===== config.mk =====
export PLATFORM = sky130hd
export DESIGN_NAME = mwadd_seq
export DESIGN_NICKNAME = d
export VERILOG_FILES = /design/src/rtl/mwadd_pkg.sv /design/src/rtl/mwadd_word_sel.sv /design/src/rtl/mwadd_seq.sv
export SDC_FILE = /design/constraint.sdc
export NUM_CORES = 1
export LEC_CHECK = 0
export ABC_AREA = 0
export BUFFER_PORTS_ARGS = -buffer_cell sky130_fd_sc_hd__clkbuf_2
export CAP_MARGIN = 20
export CORE_MARGIN = 5
export CORE_UTILIZATION = 40
export DETAILED_ROUTE_END_ITERATION = 16
export PLACE_DENSITY = 0.73
export SYNTH_ARGS = -nofsm -noshare
export SYNTH_HDL_FRONTEND = slang
export SYNTH_HIERARCHICAL = 1
export SYNTH_SLANG_ARGS = --single-unit

===== constraint.sdc =====
create_clock -name clk -period 2.3 [get_ports clk]
set_input_delay 0.345 -clock clk [delete_from_list [all_inputs] [get_ports clk]]
set_output_delay 0.345 -clock clk [all_outputs]
set_load 0.05 [all_outputs]

===== src/rtl/mwadd_pkg.sv =====
// Shared definitions for the multi-word add sequencer.
//   - state_e : sequencer FSM state encoding (S_IDLE, S_WAIT)
//   - clog2   : ceiling log2 used to size the word index and latency counter
//   - N_DEF / WORDS_DEF / LAT_DEF : default slice width, word count, adder latency
package mwadd_pkg;

  localparam int N_DEF     = 4;
  localparam int WORDS_DEF = 8;
  localparam int LAT_DEF   = 1;

  typedef enum logic {
    S_IDLE = 1'b0,
    S_WAIT = 1'b1
  } state_e;

  function automatic int clog2(input int value);
    int r;
    r = 0;
    for (int i = 0; i < 31; i++) begin
      if ((1 << i) < value) r = i + 1;
    end
    return r;
  endfunction

endpackage


===== src/rtl/mwadd_word_sel.sv =====
// Combinational word extractor: picks N-bit word idx out of a WORDS*N-bit
// vector and optionally inverts it (one's complement for subtraction).
// Ports:
//   vec  in  WORDS*N  source vector
//   idx  in  IDX_W    word index (0 = least significant word)
//   inv  in  1        invert the selected word
//   word out N        selected (and optionally inverted) word
module mwadd_word_sel
  import mwadd_pkg::*;
#(
  parameter int N     = N_DEF,
  parameter int WORDS = WORDS_DEF,
  parameter int IDX_W = (WORDS > 1) ? clog2(WORDS) : 1
) (
  input  logic [N*WORDS-1:0] vec,
  input  logic [IDX_W-1:0]   idx,
  input  logic               inv,
  output logic [N-1:0]       word
);

  assign word = vec[idx*N +: N] ^ {N{inv}};

endmodule


===== src/rtl/mwadd_seq.sv =====
// Multi-word add sequencer. Feeds a WORDS*N-bit operand pair to an N-bit
// clocked adder slice one word at a time (LSW first), chains the slice carry
// into the next word, and reassembles the wide sum and final carry.
// Optional build macro: MWADD_SUB_EN adds the 'sub' input (A - B when set).
// Ports:
//   clk, rst          clock, synchronous active-high reset
//   start             request, sampled only while idle
//   op_a, op_b, cin_in  operands and carry-in, latched on accepted start
//   sub               (MWADD_SUB_EN only) subtract request, latched on start
//   busy              operation in flight
//   done              one-cycle pulse when result/cout_out are valid
//   result, cout_out  wide sum and carry out of the top word
//   add_a, add_b, add_cin  registered word/carry driven to the adder slice
//   add_s, add_cout   adder slice sum and carry
module mwadd_seq
  import mwadd_pkg::*;
#(
  parameter int N     = N_DEF,
  parameter int WORDS = WORDS_DEF,
  parameter int LAT   = LAT_DEF
) (
  input  logic                clk,
  input  logic                rst,
  input  logic                start,
  input  logic [N*WORDS-1:0]  op_a,
  input  logic [N*WORDS-1:0]  op_b,
  input  logic                cin_in,
`ifdef MWADD_SUB_EN
  input  logic                sub,
`endif
  output logic                busy,
  output logic                done,
  output logic [N*WORDS-1:0]  result,
  output logic                cout_out,
  output logic [N-1:0]        add_a,
  output logic [N-1:0]        add_b,
  output logic                add_cin,
  input  logic [N-1:0]        add_s,
  input  logic                add_cout
);

  localparam int W     = N * WORDS;
  localparam int IDX_W = (WORDS > 1) ? clog2(WORDS) : 1;
  localparam int CNT_W = (LAT > 0) ? clog2(LAT + 1) : 1;
  localparam logic [IDX_W-1:0] LAST_IDX = IDX_W'(WORDS - 1);
  localparam logic [CNT_W-1:0] CAP_CNT  = CNT_W'(LAT);

  state_e           state_q, state_d;
  logic [W-1:0]     opa_q, opa_d;
  logic [W-1:0]     opb_q, opb_d;
  logic [IDX_W-1:0] idx_q, idx_d;
  logic [CNT_W-1:0] cnt_q, cnt_d;
  logic             busy_q, busy_d;
  logic             done_q, done_d;
  logic [W-1:0]     result_q, result_d;
  logic             cout_q, cout_d;
  logic [N-1:0]     add_a_q, add_a_d;
  logic [N-1:0]     add_b_q, add_b_d;
  logic             add_cin_q, add_cin_d;

  logic             sub_start;
  logic             inv_b;
  logic [IDX_W-1:0] nxt_idx;
  logic [N-1:0]     nxt_a, nxt_b;

`ifdef MWADD_SUB_EN
  logic sub_q, sub_d;
  assign sub_start = sub;
  assign inv_b     = sub_q;
`else
  assign sub_start = 1'b0;
  assign inv_b     = 1'b0;
`endif

  // Wraps to 0 after the last word; only consumed while more words remain.
  assign nxt_idx = idx_q + 1'b1;

  mwadd_word_sel #(.N(N), .WORDS(WORDS), .IDX_W(IDX_W)) u_sel_a (
    .vec  (opa_q),
    .idx  (nxt_idx),
    .inv  (1'b0),
    .word (nxt_a)
  );

  mwadd_word_sel #(.N(N), .WORDS(WORDS), .IDX_W(IDX_W)) u_sel_b (
    .vec  (opb_q),
    .idx  (nxt_idx),
    .inv  (inv_b),
    .word (nxt_b)
  );

  always_comb begin
    state_d   = state_q;
    opa_d     = opa_q;
    opb_d     = opb_q;
    idx_d     = idx_q;
    cnt_d     = cnt_q;
    busy_d    = busy_q;
    done_d    = 1'b0;
    result_d  = result_q;
    cout_d    = cout_q;
    add_a_d   = add_a_q;
    add_b_d   = add_b_q;
    add_cin_d = add_cin_q;
`ifdef MWADD_SUB_EN
    sub_d     = sub_q;
`endif
    case (state_q)
      S_IDLE: begin
        if (start) begin
          opa_d     = op_a;
          opb_d     = op_b;
`ifdef MWADD_SUB_EN
          sub_d     = sub;
`endif
          add_a_d   = op_a[N-1:0];
          add_b_d   = op_b[N-1:0] ^ {N{sub_start}};
          // Subtraction is A + ~B + 1, so word 0 carries in a forced 1.
          add_cin_d = sub_start | cin_in;
          idx_d     = '0;
          cnt_d     = '0;
          busy_d    = 1'b1;
          state_d   = S_WAIT;
        end
      end
      S_WAIT: begin
        if (cnt_q != CAP_CNT) begin
          cnt_d = cnt_q + 1'b1;
        end else begin
          // Adder output for the current word is valid on this edge.
          result_d[idx_q*N +: N] = add_s;
          if (idx_q != LAST_IDX) begin
            add_a_d   = nxt_a;
            add_b_d   = nxt_b;
            add_cin_d = add_cout;
            idx_d     = nxt_idx;
            cnt_d     = '0;
          end else begin
            cout_d  = add_cout;
            done_d  = 1'b1;
            busy_d  = 1'b0;
            state_d = S_IDLE;
          end
        end
      end
      default: state_d = S_IDLE;
    endcase
  end

  always_ff @(posedge clk) begin
    if (rst) begin
      state_q   <= S_IDLE;
      opa_q     <= '0;
      opb_q     <= '0;
      idx_q     <= '0;
      cnt_q     <= '0;
      busy_q    <= 1'b0;
      done_q    <= 1'b0;
      result_q  <= '0;
      cout_q    <= 1'b0;
      add_a_q   <= '0;
      add_b_q   <= '0;
      add_cin_q <= 1'b0;
`ifdef MWADD_SUB_EN
      sub_q     <= 1'b0;
`endif
    end else begin
      state_q   <= state_d;
      opa_q     <= opa_d;
      opb_q     <= opb_d;
      idx_q     <= idx_d;
      cnt_q     <= cnt_d;
      busy_q    <= busy_d;
      done_q    <= done_d;
      result_q  <= result_d;
      cout_q    <= cout_d;
      add_a_q   <= add_a_d;
      add_b_q   <= add_b_d;
      add_cin_q <= add_cin_d;
`ifdef MWADD_SUB_EN
      sub_q     <= sub_d;
`endif
    end
  end

  assign busy     = busy_q;
  assign done     = done_q;
  assign result   = result_q;
  assign cout_out = cout_q;
  assign add_a    = add_a_q;
  assign add_b    = add_b_q;
  assign add_cin  = add_cin_q;

endmodule

* After elaboration in Yosys (flattened, before gate mapping) *
Index checks and enable logic that the tools add are counted.

storage, ports and cells
  logic and storage cells = 62
  output and inout port bits = 44
  input port bits = 73
  flip-flop bits (word level) = 113

cells by class
  reduce and logical (&&, ||, !) cells = 6
  equal/unequal tests = 5
  mux-type cells = 29
  add/subtract/negate cells = 3
  bitwise operators = 3
  shift-type cells = 4

operator list
  operator                                                count
  indexed part select 32 x 6 -> 4 bit                     2
  negator 5 -> 34 bit                                     1
  variable shift 4 x 34 -> 32 bit (first input constant)  1
  indexed part select 4 x 34 -> 32 bit                    1
  bitwise mux 32 bit                                      1
  two-way mux 4 bit                                       6
  case mux 4 bit (2 select lines)                         2
  two-way mux 1 bit                                       12
  two-way mux 3 bit                                       3
  AND reduction 3 bit                                     3
  case mux 1 bit (2 select lines)                         4
  case mux 3 bit (2 select lines)                         1
  inequality test 2 x 1 -> 1 bit (second input constant)  2
  inequality test 2 bit (second input constant)           2
  AND reduction 2 bit                                     2
  adder 3 x 1 -> 3 bit (second input constant)            1
  inequality test 3 bit (second input constant)           1
  inverter 1 bit                                          3
  OR reduction 3 bit                                      1
  adder 1 bit (second input constant)                     1

* Logic depth before layout (Yosys ltp) *
Gate-level depths: netlist of run 1.

  word-level depth = 5
  gate-level depth with buffers = 9
  mapped depth without buffers = 7

* Modules after synthesis *
Netlist of run 1, hierarchy kept.

modules (own cells, without submodules)
  module          seq. area each (sq um)  cells an instance  instances  area an instance (sq um)
  mwadd_seq       2262.2                  510                1          4536.9
  mwadd_word_sel  0.0                     28                 2          331.6

* Worst setup path after synthesis of run 1 *
OpenSTA, ideal clock, no wires.

  path type = register to register
  start = register idx_q[0]
  end = register add_a_q[2] (netlist: add_a[2])
  period minus slack after synthesis = 2.360 ns
  setup time = 0.086 ns
  path slack = -0.060 ns
  arrival = 2.274 ns
  required time = 2.214 ns
  stages on the path, launching flop included = 10
  buffers on the path = 2
  cell sequence = dfxtp_1 > buf_4 > inv_1 > ha_1 > buf_4 > mux2i_1 > mux4_1 > xnor2_1 > mux2i_1 > a211oi_1

on the way
  cells in the longest elaborated chain, start to end = 5
  elaborated cells on any way between the ends = 8
  classes of those cells = 1 x add/sub; 2 x eq/ne; 1 x shift; 3 x mux; 1 x reduce/logical

RTL lines
  item                                 RTL line              source
  start: declaration                   mwadd_seq.sv:51       logic [IDX_W-1:0] idx_q, idx_d;
  start signal: assignment             mwadd_seq.sv:171      idx_q <= idx_d;
  adder 3 x 1 -> 3 bit                 mwadd_seq.sv:76       assign nxt_idx = idx_q + 1'b1;
  named net nxt_idx[0]                 mwadd_seq.sv:63       logic [IDX_W-1:0] nxt_idx;
  indexed part select 32 x 6 -> 4 bit  mwadd_word_sel.sv:21  assign word = vec[idx*N +: N] ^ {N{inv}};
  named net nxt_a[2]                   mwadd_seq.sv:64       logic [N-1:0] nxt_a, nxt_b;
  two-way mux 4 bit                    mwadd_seq.sv:132      if (idx_q != LAST_IDX) begin
  two-way mux 4 bit                    mwadd_seq.sv:127      if (cnt_q != CAP_CNT) begin
  case mux 4 bit (2 select lines)      mwadd_seq.sv:108      case (state_q)
  end signal: assignment               mwadd_seq.sv:161      add_a_q <= '0;
  end signal: assignment               mwadd_seq.sv:177      add_a_q <= add_a_d;
  end: declaration                     mwadd_seq.sv:57       logic [N-1:0] add_a_q, add_a_d;

The timed path passes the listed nets, and every way through them passes these cells. The select of a mux whose other input is x is not followed.
A chain may end at the register's enable or synchronous reset.

* Worst setup path in the final report of run 1 *
Same ends and word-level chain as after synthesis.

==> results.sh, run 1 <==
export IMPL_critPathMaxFanout=20
export IMPL_fin_area_sq_um=6420
export IMPL_post_cts_buffers=0
export IMPL_cts_made_buffers=17
export IMPL_totalWireLength_mm=12.6
export IMPL_placed_cell_area_sq_um=5830
export IMPL_row_count=41
export IMPL_layout_nets=746
export IMPL_power_leakage_nw=2.74
export IMPL_period_share_pct=93.9
export IMPL_drive_above_1_share_pct=25.6
export IMPL_endpoint_kind="register"
export IMPL_cpPeakStageDelay_ns=0.53
export IMPL_rsz0062_at_grt="no"
export IMPL_setup_viol=0
export IMPL_grt_pass1_wl_mm=20.4
export IMPL_synth_fa_ha_area_share_pct=1.68
export IMPL_yosysTopAreaCell="dfxtp_1"
export IMPL_yosysWarnings=6
export IMPL_tightest_slew_ns=0.602
export IMPL_synth_compound_area_share_pct=8.21
export IMPL_synth_xor_area_share_pct=1.35
export IMPL_vdd_drop_max_uv=539
export IMPL_syn_inst=566
export IMPL_worstSkewPairLatency_ns=0.41
export IMPL_required_ns=2.62
export IMPL_status="finished clean"
export IMPL_synth_top_area_share_pct=43.5
export IMPL_clock_path_buffers=2
export IMPL_synth_distinct_cells=33
export IMPL_num_antenna_cells=0
export IMPL_fp_coreArea_sq_um=12700
export IMPL_antenna_found_initial=0
export IMPL_min_period_ns=2.16
export IMPL_grt_pass1_vias=4203
export IMPL_cts_resized_gates=0
export IMPL_ys_seq_elements=113
export IMPL_slew_violations=0
export IMPL_syn_avg_cell_area_sq_um=9.19
export IMPL_die_area_sq_um=15400
export IMPL_cts_root_buf="clkbuf_16"
export IMPL_grt_overflow_total=0
export IMPL_critPathSlowestCell="mux4_1"
export IMPL_synthTopCellsByArea="dfxtp_1, mux2i_1, nand2_1"
export IMPL_muxShareOfSynthArea_pct=17.9
export IMPL_drt_iter0_markers=286
export IMPL_finalHoldWorstSlack_ns=0.154
export IMPL_drc=0
export IMPL_fillers=1160
export IMPL_start_util_pct=41.0
export IMPL_power_density_nw_per_um2=800
export IMPL_grt_max_degree=83
export IMPL_yosys_area_share_simple_pct=21.5
export IMPL_dr_pass1_iters=4
export IMPL_cp_cell_sequence="inv_1 -> ha_4 -> mux2i_1 -> mux4_1 -> xnor2_1 -> mux2i_1 -> a211oi_1"
export IMPL_holdBufCountCts=0
export IMPL_hp_class="input port to register"
export IMPL_path_common_cell="mux2i_1"
export IMPL_synth_top_family_by_area="simple AND/OR/NAND/NOR gates"
export IMPL_synthToLayoutAreaGrowth_pct=23.5
export IMPL_timing_setup_tns_ns=0
export IMPL_clk_pin_slew_ns=0.06
export IMPL_drv_cap=0
export IMPL_dpl_hpwl_mm=8.89
export IMPL_vias=4235
export IMPL_io_buffers=116
export IMPL_skew_ns=0.00650
export IMPL_path_class="register to register"
export IMPL_die_height_um=124
export IMPL_finalHoldViolCount=0
export IMPL_grt_use_total_pct=16.8
export IMPL_slew_headroom_pct=59.8
export IMPL_max_freq_mhz=463
export IMPL_syn_area_sq_um=5200
export IMPL_cts_tree="built"
export IMPL_postRouteAntennaNets=0
export IMPL_ios=117
export IMPL_worstPathArrival_ns=2.48
export IMPL_avgRoutedWirePerCell_um=14.8
export IMPL_start_kind="register"
export IMPL_die_w_um=124
export IMPL_via_per_inst=4.98
export IMPL_clkSinkCount=113
export IMPL_fin_util_pct=50.7
export IMPL_htree_levels=4
export IMPL_gp_congestion=0.808
export IMPL_seq_area_frac_synth_pct=43.5
per-layer routing:
metal	vias to the layer above	share of wire [%]	GRT usage, %
met1	1966	45	21.1
li1	2124	-	-
met5	-	0	0
met4	0	1.9	5.68
met2	126	48	27.6
met3	19	5.7	4.72
layout make-up:
type | count | area (sq um) | area share [%]
Multi-Input combinational cell | 406 | 2660 | 41.5
Sequential cell | 113 | 2260 | 35.2
Timing Repair Buffer | 124 | 684 | 10.7
Clock buffer | 19 | 453 | 7.06
Tap cell | 172 | 215 | 3.35
Clock inverter | 13 | 126 | 1.97
Inverter | 4 | 15.0 | 0.234
power breakdown:
part | internal (W) | leakage (nW) | switching, W
logic | 0.000202 | 1.54 | 0.000297
clock network | 0.00156 | 0.273 | 0.000977
registers | 0.00204 | 0.923 | 0.0000551
total | 0.00380 | 2.74 | 0.00133
worst max-delay path, delay by kind of cell, from the launching register on:
kind / cells / cell delay (ns)
xor gates and xnor gates: 1 / 0.17
muxes: 3 / 0.74
buffers and inverters: 1 / 0.10
adders and majority gates: 1 / 0.48
AOI/OAI and AO/OA: 1 / 0.24
DFF: 1 / 0.35
registers in the layout, summed over array words and instances (netlist names):
| register | count |
|---|---|
| add_cin | 1 |
| state_q | 1 |
| opb_q | 32 |
| cout_out | 1 |
| add_a | 4 |
| opa_q | 32 |
| cnt_q | 1 |
| busy | 1 |
| result | 32 |
| done | 1 |
| idx_q | 3 |
| add_b | 4 |
metrics by stage:
| stage | total power (W) | instances | worst slack [ns] |
|---|---|---|---|
| after global routing | 0.00534 | 851 | 0.0183 |
| after floorplan | 0.00249 | 567 | 0.0421 |
| after global placement | 0.00262 | 819 | 0.204 |
| final | 0.00513 | 851 | 0.141 |
| after CTS | 0.00518 | 851 | 0.0810 |
| after detailed placement | 0.00264 | 819 | 0.0979 |
synthesized netlist by cell type:
cell type  number
nand3_1        16
dfxtp_1       113
nand2_4         2
ha_1            7
mux2i_1        74
inv_1           4
and3_1          1
and3b_2         1
buf_6           6
mux4_1          2
mux4_2          6
buf_2          18
nand2_1       133
a21oi_1        68
nor3_1         11
buf_1           6
nor4b_4         3
nor3_2          1
nand4_1         5
xnor2_1         8
clkbuf_1        6
conb_1          1
o2111a_1        1
nor2_1          8
a211oi_1       10
buf_4           6
buf_12          2
or3_1           1
nor4b_1         2
nor2b_1         5
nand2b_1       37
nand3b_1        1
and2_4          1
worst paths after layout:
| path | startpoint | to | slack [ns] | depth (start not counted) |
|---|---|---|---|---|
| worst max-delay path | idx_q[0] | add_a[2] | 0.14 | 7 |
| worst min-delay path | op_b[11] | opb_q[11] | 0.15 | 3 |
| worst max register to register | idx_q[0] | add_a[2] | 0.14 | 7 |
| worst min register to register | opa_q[11] | opa_q[11] | 0.46 | 2 |
layout by cell type (no fill, tap or decap), drive strengths merged:
master,Yosys,routed
nand4,5,5
nor4b,5,5
bufinv,0,1
mux2i,74,74
mux4,8,8
o2111a,1,1
nand2,135,135
inv,4,9
dfxtp,113,113
and3,1,1
and3b,1,1
clkinv,0,3
clkinvlp,0,4
nor2b,5,5
nand3b,1,1
nor2,8,8
a21oi,68,68
a211oi,10,10
nor3,12,12
conb,1,2
ha,7,7
and2,1,1
buf,38,9
nand2b,37,37
clkbuf,6,134
nand3,16,16
or3,1,1
xnor2,8,8
kinds of logic (layout without fill, tap and decap cells):
group	after synthesis	after routing
simple gates	228	228
flops	113	113
mux	82	82
compound gates	79	79
buf+inv	48	160
xor+xnor	8	8
fa+ha+maj	7	7
other cells	1	2
Note: power is estimated with default switching activity, not from simulation.
==> run 2: changes to the inputs <==
--- a/config.mk
+++ b/config.mk
@@ -10,6 +10,7 @@
 export CAP_MARGIN = 20
 export CORE_MARGIN = 5
 export CORE_UTILIZATION = 40
+export CTS_BUF_LIST = sky130_fd_sc_hd__clkbuf_16
 export DETAILED_ROUTE_END_ITERATION = 16
 export PLACE_DENSITY = 0.73
 export SYNTH_ARGS = -nofsm -noshare
==> run 2 against run 1 <==
Routed wire length decreased by 0.40%. Setup slack better by 0.026 ns. Non-clock buffer count did not move. Largest cell class unchanged. Largest power group unchanged.
==> results.sh, run 2 (synthesis results as in run 1) <==
export IMPL_drt_iter0_markers=299
export IMPL_critPathSlowestCell="mux4_1"
export IMPL_antenna_found_initial=0
export IMPL_postRouteAntennaNets=0
export IMPL_start_kind="register"
export IMPL_fin_area_sq_um=6400
export IMPL_max_freq_mhz=469
export IMPL_mostFrequentLayoutCell="nand2_1"
export IMPL_clkSinkCount=113
export IMPL_grt_pass1_wl_mm=20.3
export IMPL_clock_path_buffers=2
export IMPL_power_density_nw_per_um2=791
export IMPL_path_class="register to register"
export IMPL_hp_class="input port to register"
export IMPL_cp_cell_sequence="inv_1 -> ha_4 -> mux2i_1 -> mux4_1 -> xnor2_1 -> mux2i_1 -> a211oi_1"
export IMPL_critPathBufInv=1
export IMPL_cts_tree="built"
export IMPL_r2r_end="add_a[2]"
export IMPL_timing_setup_tns_ns=0
export IMPL_holdBufCountCts=0
export IMPL_reg2reg_depth=7
export IMPL_rsz0062_at_grt="no"
export IMPL_layout_nets=746
export IMPL_drv_cap=0
export IMPL_worstPathArrival_ns=2.46
export IMPL_clk_pin_slew_ns=0.06
export IMPL_cp_num_cells=7
export IMPL_finalHoldViolCount=0
export IMPL_dpl_hpwl_mm=8.89
export IMPL_grt_overflow_total=0
export IMPL_cpPeakStageDelay_ns=0.53
export IMPL_reg2reg_from="idx_q[0]"
export IMPL_drive_above_1_share_pct=25.3
export IMPL_worstSkewPairLatency_ns=0.41
export IMPL_synthToLayoutAreaGrowth_pct=23.1
export IMPL_cp_startpoint="idx_q[0]"
export IMPL_post_cts_buffers=0
export IMPL_grt_pass1_vias=4209
export IMPL_finalHoldWorstSlack_ns=0.154
export IMPL_htree_levels=4
export IMPL_drc=0
export IMPL_endpoint_kind="register"
export IMPL_path_common_cell="mux2i_1"
export IMPL_required_ns=2.62
export IMPL_vias=4238
export IMPL_vdd_drop_max_uv=537
export IMPL_cts_root_buf="clkbuf_16"
export IMPL_fp_coreArea_sq_um=12700
export IMPL_rrSetupSlack_ns=0.17
export IMPL_power_leakage_nw=2.73
export IMPL_hold_start="op_b[11]"
export IMPL_cts_made_buffers=17
export IMPL_min_period_ns=2.13
export IMPL_dr_pass1_iters=4
export IMPL_slew_headroom_pct=60.0
export IMPL_die_w_um=124
export IMPL_skew_ns=0.0115
export IMPL_die_area_sq_um=15400
export IMPL_fin_util_pct=50.5
export IMPL_critPathMaxFanout=20
export IMPL_fillers=1163
export IMPL_slew_violations=0
export IMPL_setup_viol=0
export IMPL_totalWireLength_mm=12.6
export IMPL_row_count=41
export IMPL_avgRoutedWirePerCell_um=14.8
export IMPL_grt_use_total_pct=16.7
export IMPL_start_util_pct=41.0
export IMPL_grt_max_degree=83
export IMPL_gp_congestion=0.808
export IMPL_period_share_pct=92.8
export IMPL_num_antenna_cells=0
export IMPL_die_height_um=124
export IMPL_cp_top_family="multiplexers"
export IMPL_endpoint="add_a[2]"
export IMPL_io_buffers=116
export IMPL_ios=117
export IMPL_placed_cell_area_sq_um=5830
export IMPL_via_per_inst=4.98
export IMPL_status="finished clean"
export IMPL_tightest_slew_ns=0.599
export IMPL_final_cell_mix="nand2_1, clkbuf_2, dfxtp_1, mux2i_1, a21oi_1"
==> run 2: cell types whose count changed in the layout (fill, tap and decap cells not counted) <==
cell	previous run	this run
clkinv_1	0	2
clkbuf_8	2	0
==> run 2: metrics by stage <==
step	power [W]	worst slack, ns	cells
after global placement	0.00262	0.204	819
after floorplan	0.00249	0.0421	567
after global routing	0.00527	0.0185	851
after detailed placement	0.00264	0.0979	819
final	0.00506	0.166	851
after CTS	0.00511	0.0796	851
==> run 2: layer usage <==
layer	GRT usage (%)	vias up	share of wire, %
met2	27.6	123	48
met3	4.72	15	5.4
met4	5.68	0	1.8
li1	-	2129	-
met1	21.1	1971	45
met5	0	-	0
==> run 2: power breakdown <==
part	switching, W	internal, W	total (W)
sequential	0.0000546	0.00204	0.00210
clock	0.000975	0.00149	0.00247
combinational	0.000296	0.000202	0.000498
==> run 2: worst min-delay path by stage <==
stage | to | slack (ns) | cells past startpoint
global route | opa_q[16] | 0.14 | 3
floorplan | opa_q[0] | 0.44 | 2
CTS | opa_q[24] | 0.14 | 3
detailed placement | opb_q[24] | 0.45 | 2
finish | opb_q[11] | 0.15 | 3
global placement | opb_q[0] | 0.44 | 2
==> run 2: layout make-up <==
type | instances | area (sq um) | area share [%]
multi-input cells | 406 | 2660 | 41.6
flip-flops and latches | 113 | 2260 | 35.3
repair buffers | 124 | 684 | 10.7
clock buffers | 17 | 425 | 6.65
well taps | 172 | 215 | 3.36
clock inverters | 15 | 134 | 2.09
inverters | 4 | 15.0 | 0.235
==> run 2: worst register-to-register path: cells and delay by family, from the launching register on <==
kind	cells	cell delay, ns
muxes	3	0.75
adders and majority gates	1	0.48
DFF	1	0.35
AOI/OAI and AO/OA	1	0.23
xor gates and xnor gates	1	0.17
buffers and inverters	1	0.10
==> run 2: what timing repair did <==
| item | 4_1_cts | 5_1_grt |
|---|---|---|
| endpoints found under the setup margin | 0 | 3 |
| gates resized for setup | 0 | 2 |
| hold endpoints to repair | 0 | 0 |
==> run 3: changes to the inputs <==
--- a/config.mk
+++ b/config.mk
@@ -6,7 +6,7 @@
 export NUM_CORES = 1
 export LEC_CHECK = 0
 export ABC_AREA = 0
-export BUFFER_PORTS_ARGS = -buffer_cell sky130_fd_sc_hd__clkbuf_2
+export BUFFER_PORTS_ARGS = -buffer_cell sky130_fd_sc_hd__buf_4
 export CAP_MARGIN = 20
 export CORE_MARGIN = 5
 export CORE_UTILIZATION = 40
==> run 3 against run 2 <==
Non-clock buffer count increased by 1. Register-to-register slack about the same. Critical path depth unchanged. Flip-flop and latch count unchanged. Via count increased by 0.12%. Power decreased by 1.8%. First-iteration DRC count decreased by 32%. Clock-buffer cell count unchanged.
==> results.sh, run 3 (synthesis results as in run 1) <==
export IMPL_die_height_um=124
export IMPL_setup_ws_ns=0.174
export IMPL_holdBufCountCts=0
export IMPL_grt_overflow_total=0
export IMPL_fp_coreArea_sq_um=12700
export IMPL_cts_made_buffers=17
export IMPL_status="finished clean"
export IMPL_grt_pass1_vias=4163
export IMPL_drv_cap=0
export IMPL_cts_resized_gates=0
export IMPL_slew_violations=0
export IMPL_max_freq_mhz=470
export IMPL_die_w_um=124
export IMPL_row_count=41
export IMPL_clkSinkCount=113
export IMPL_power_leakage_nw=2.82
export IMPL_start_util_pct=41.0
export IMPL_htree_levels=4
export IMPL_finalHoldWorstSlack_ns=0.184
export IMPL_cts_root_buf="clkbuf_16"
export IMPL_power_density_nw_per_um2=746
export IMPL_worstPathArrival_ns=2.45
export IMPL_skew_ns=0.00829
export IMPL_via_per_inst=4.98
export IMPL_start_kind="register"
export IMPL_dr_pass1_iters=9
export IMPL_timing_setup_tns_ns=0
export IMPL_clk_pin_slew_ns=0.05
export IMPL_fillers=1192
export IMPL_post_cts_buffers=0
export IMPL_required_ns=2.62
export IMPL_totalWireLength_mm=12.6
export IMPL_period_share_pct=92.4
export IMPL_postRouteAntennaNets=0
export IMPL_grt_pass1_wl_mm=20.2
export IMPL_drc=0
export IMPL_vdd_drop_max_uv=467
export IMPL_avgRoutedWirePerCell_um=14.8
export IMPL_rsz0062_at_grt="no"
export IMPL_path_class="register to register"
export IMPL_mostFrequentLayoutCell="nand2_1"
export IMPL_slew_headroom_pct=64.5
export IMPL_ios=117
export IMPL_fin_util_pct=52.6
export IMPL_die_area_sq_um=15400
export IMPL_num_antenna_cells=0
export IMPL_grt_use_total_pct=16.7
export IMPL_vias=4243
export IMPL_antenna_found_initial=0
export IMPL_dpl_hpwl_mm=9.09
export IMPL_endpoint_kind="register"
export IMPL_min_period_ns=2.13
export IMPL_critPathMaxFanout=20
export IMPL_finalHoldViolCount=0
export IMPL_gp_congestion=0.803
export IMPL_tightest_slew_ns=0.532
export IMPL_cts_tree="built"
export IMPL_worstSkewPairLatency_ns=0.41
export IMPL_drt_iter0_markers=203
export IMPL_clock_path_buffers=2
export IMPL_final_cell_mix="nand2_1, buf_4, dfxtp_1, mux2i_1, a21oi_1"
export IMPL_dp_slack_ns=0.124
export IMPL_synthToLayoutAreaGrowth_pct=28.1
export IMPL_hp_class="input port to register"
export IMPL_layout_nets=747
export IMPL_io_buffers=116
export IMPL_setup_viol=0
export IMPL_grt_max_degree=83
export IMPL_drive_above_1_share_pct=24.9
## run 3: per-layer routing
layer	vias to the layer above	share of wire, %	global-route usage (%)
met5	-	0	0
met4	0	1.8	6.64
met3	17	6.1	4.27
met2	103	48	27.5
met1	1995	44	20.8
li1	2128	-	-
## run 3: worst paths after layout
| path | cells after the start | slack [ns] | startpoint | to |
|---|---|---|---|---|
| hold reg to reg | 2 | 0.45 | opb_q[31] | opb_q[31] |
| setup reg to reg | 7 | 0.17 | idx_q[1] | add_b[2] |
| hold / removal | 3 | 0.18 | op_a[13] | opa_q[13] |
| setup / recovery | 7 | 0.17 | idx_q[1] | add_b[2] |
## run 3: stage by stage
step	cells	total power [W]	instance area, sq um
floorplan	567	0.00249	5220
global placement	820	0.00267	6130
detailed placement	820	0.00268	6130
CTS	852	0.00503	6660
global route	852	0.00520	6660
finish	852	0.00497	6660
## run 3: area by class of cell
class                   count  area (sq um)  share of cell area (%)
flip-flops and latches    113          2260                    34.0
inverters                   4          15.0                   0.225
well taps                 172           215                    3.23
repair buffers            125           976                    14.6
multi-input cells         406          2660                    40.0
clock inverters            15           105                    1.58
clock buffers              17           425                    6.38
## run 3: report_power, final
part	leakage (nW)	internal [W]	switching, W	total (W)
Clock	0.268	0.00145	0.000881	0.00233
Combinational	1.63	0.000247	0.000300	0.000547
Sequential	0.923	0.00205	0.0000508	0.00210
Total	2.82	0.00374	0.00123	0.00497
## run 3: worst max-delay path, stage by stage, from the launching register on
cell	delay [ns]
dfxtp_1	0.35
inv_1	0.09
ha_4	0.48
mux2i_1	0.12
mux4_1	0.53
xnor2_1	0.17
mux2i_1	0.10
a211oi_1	0.22
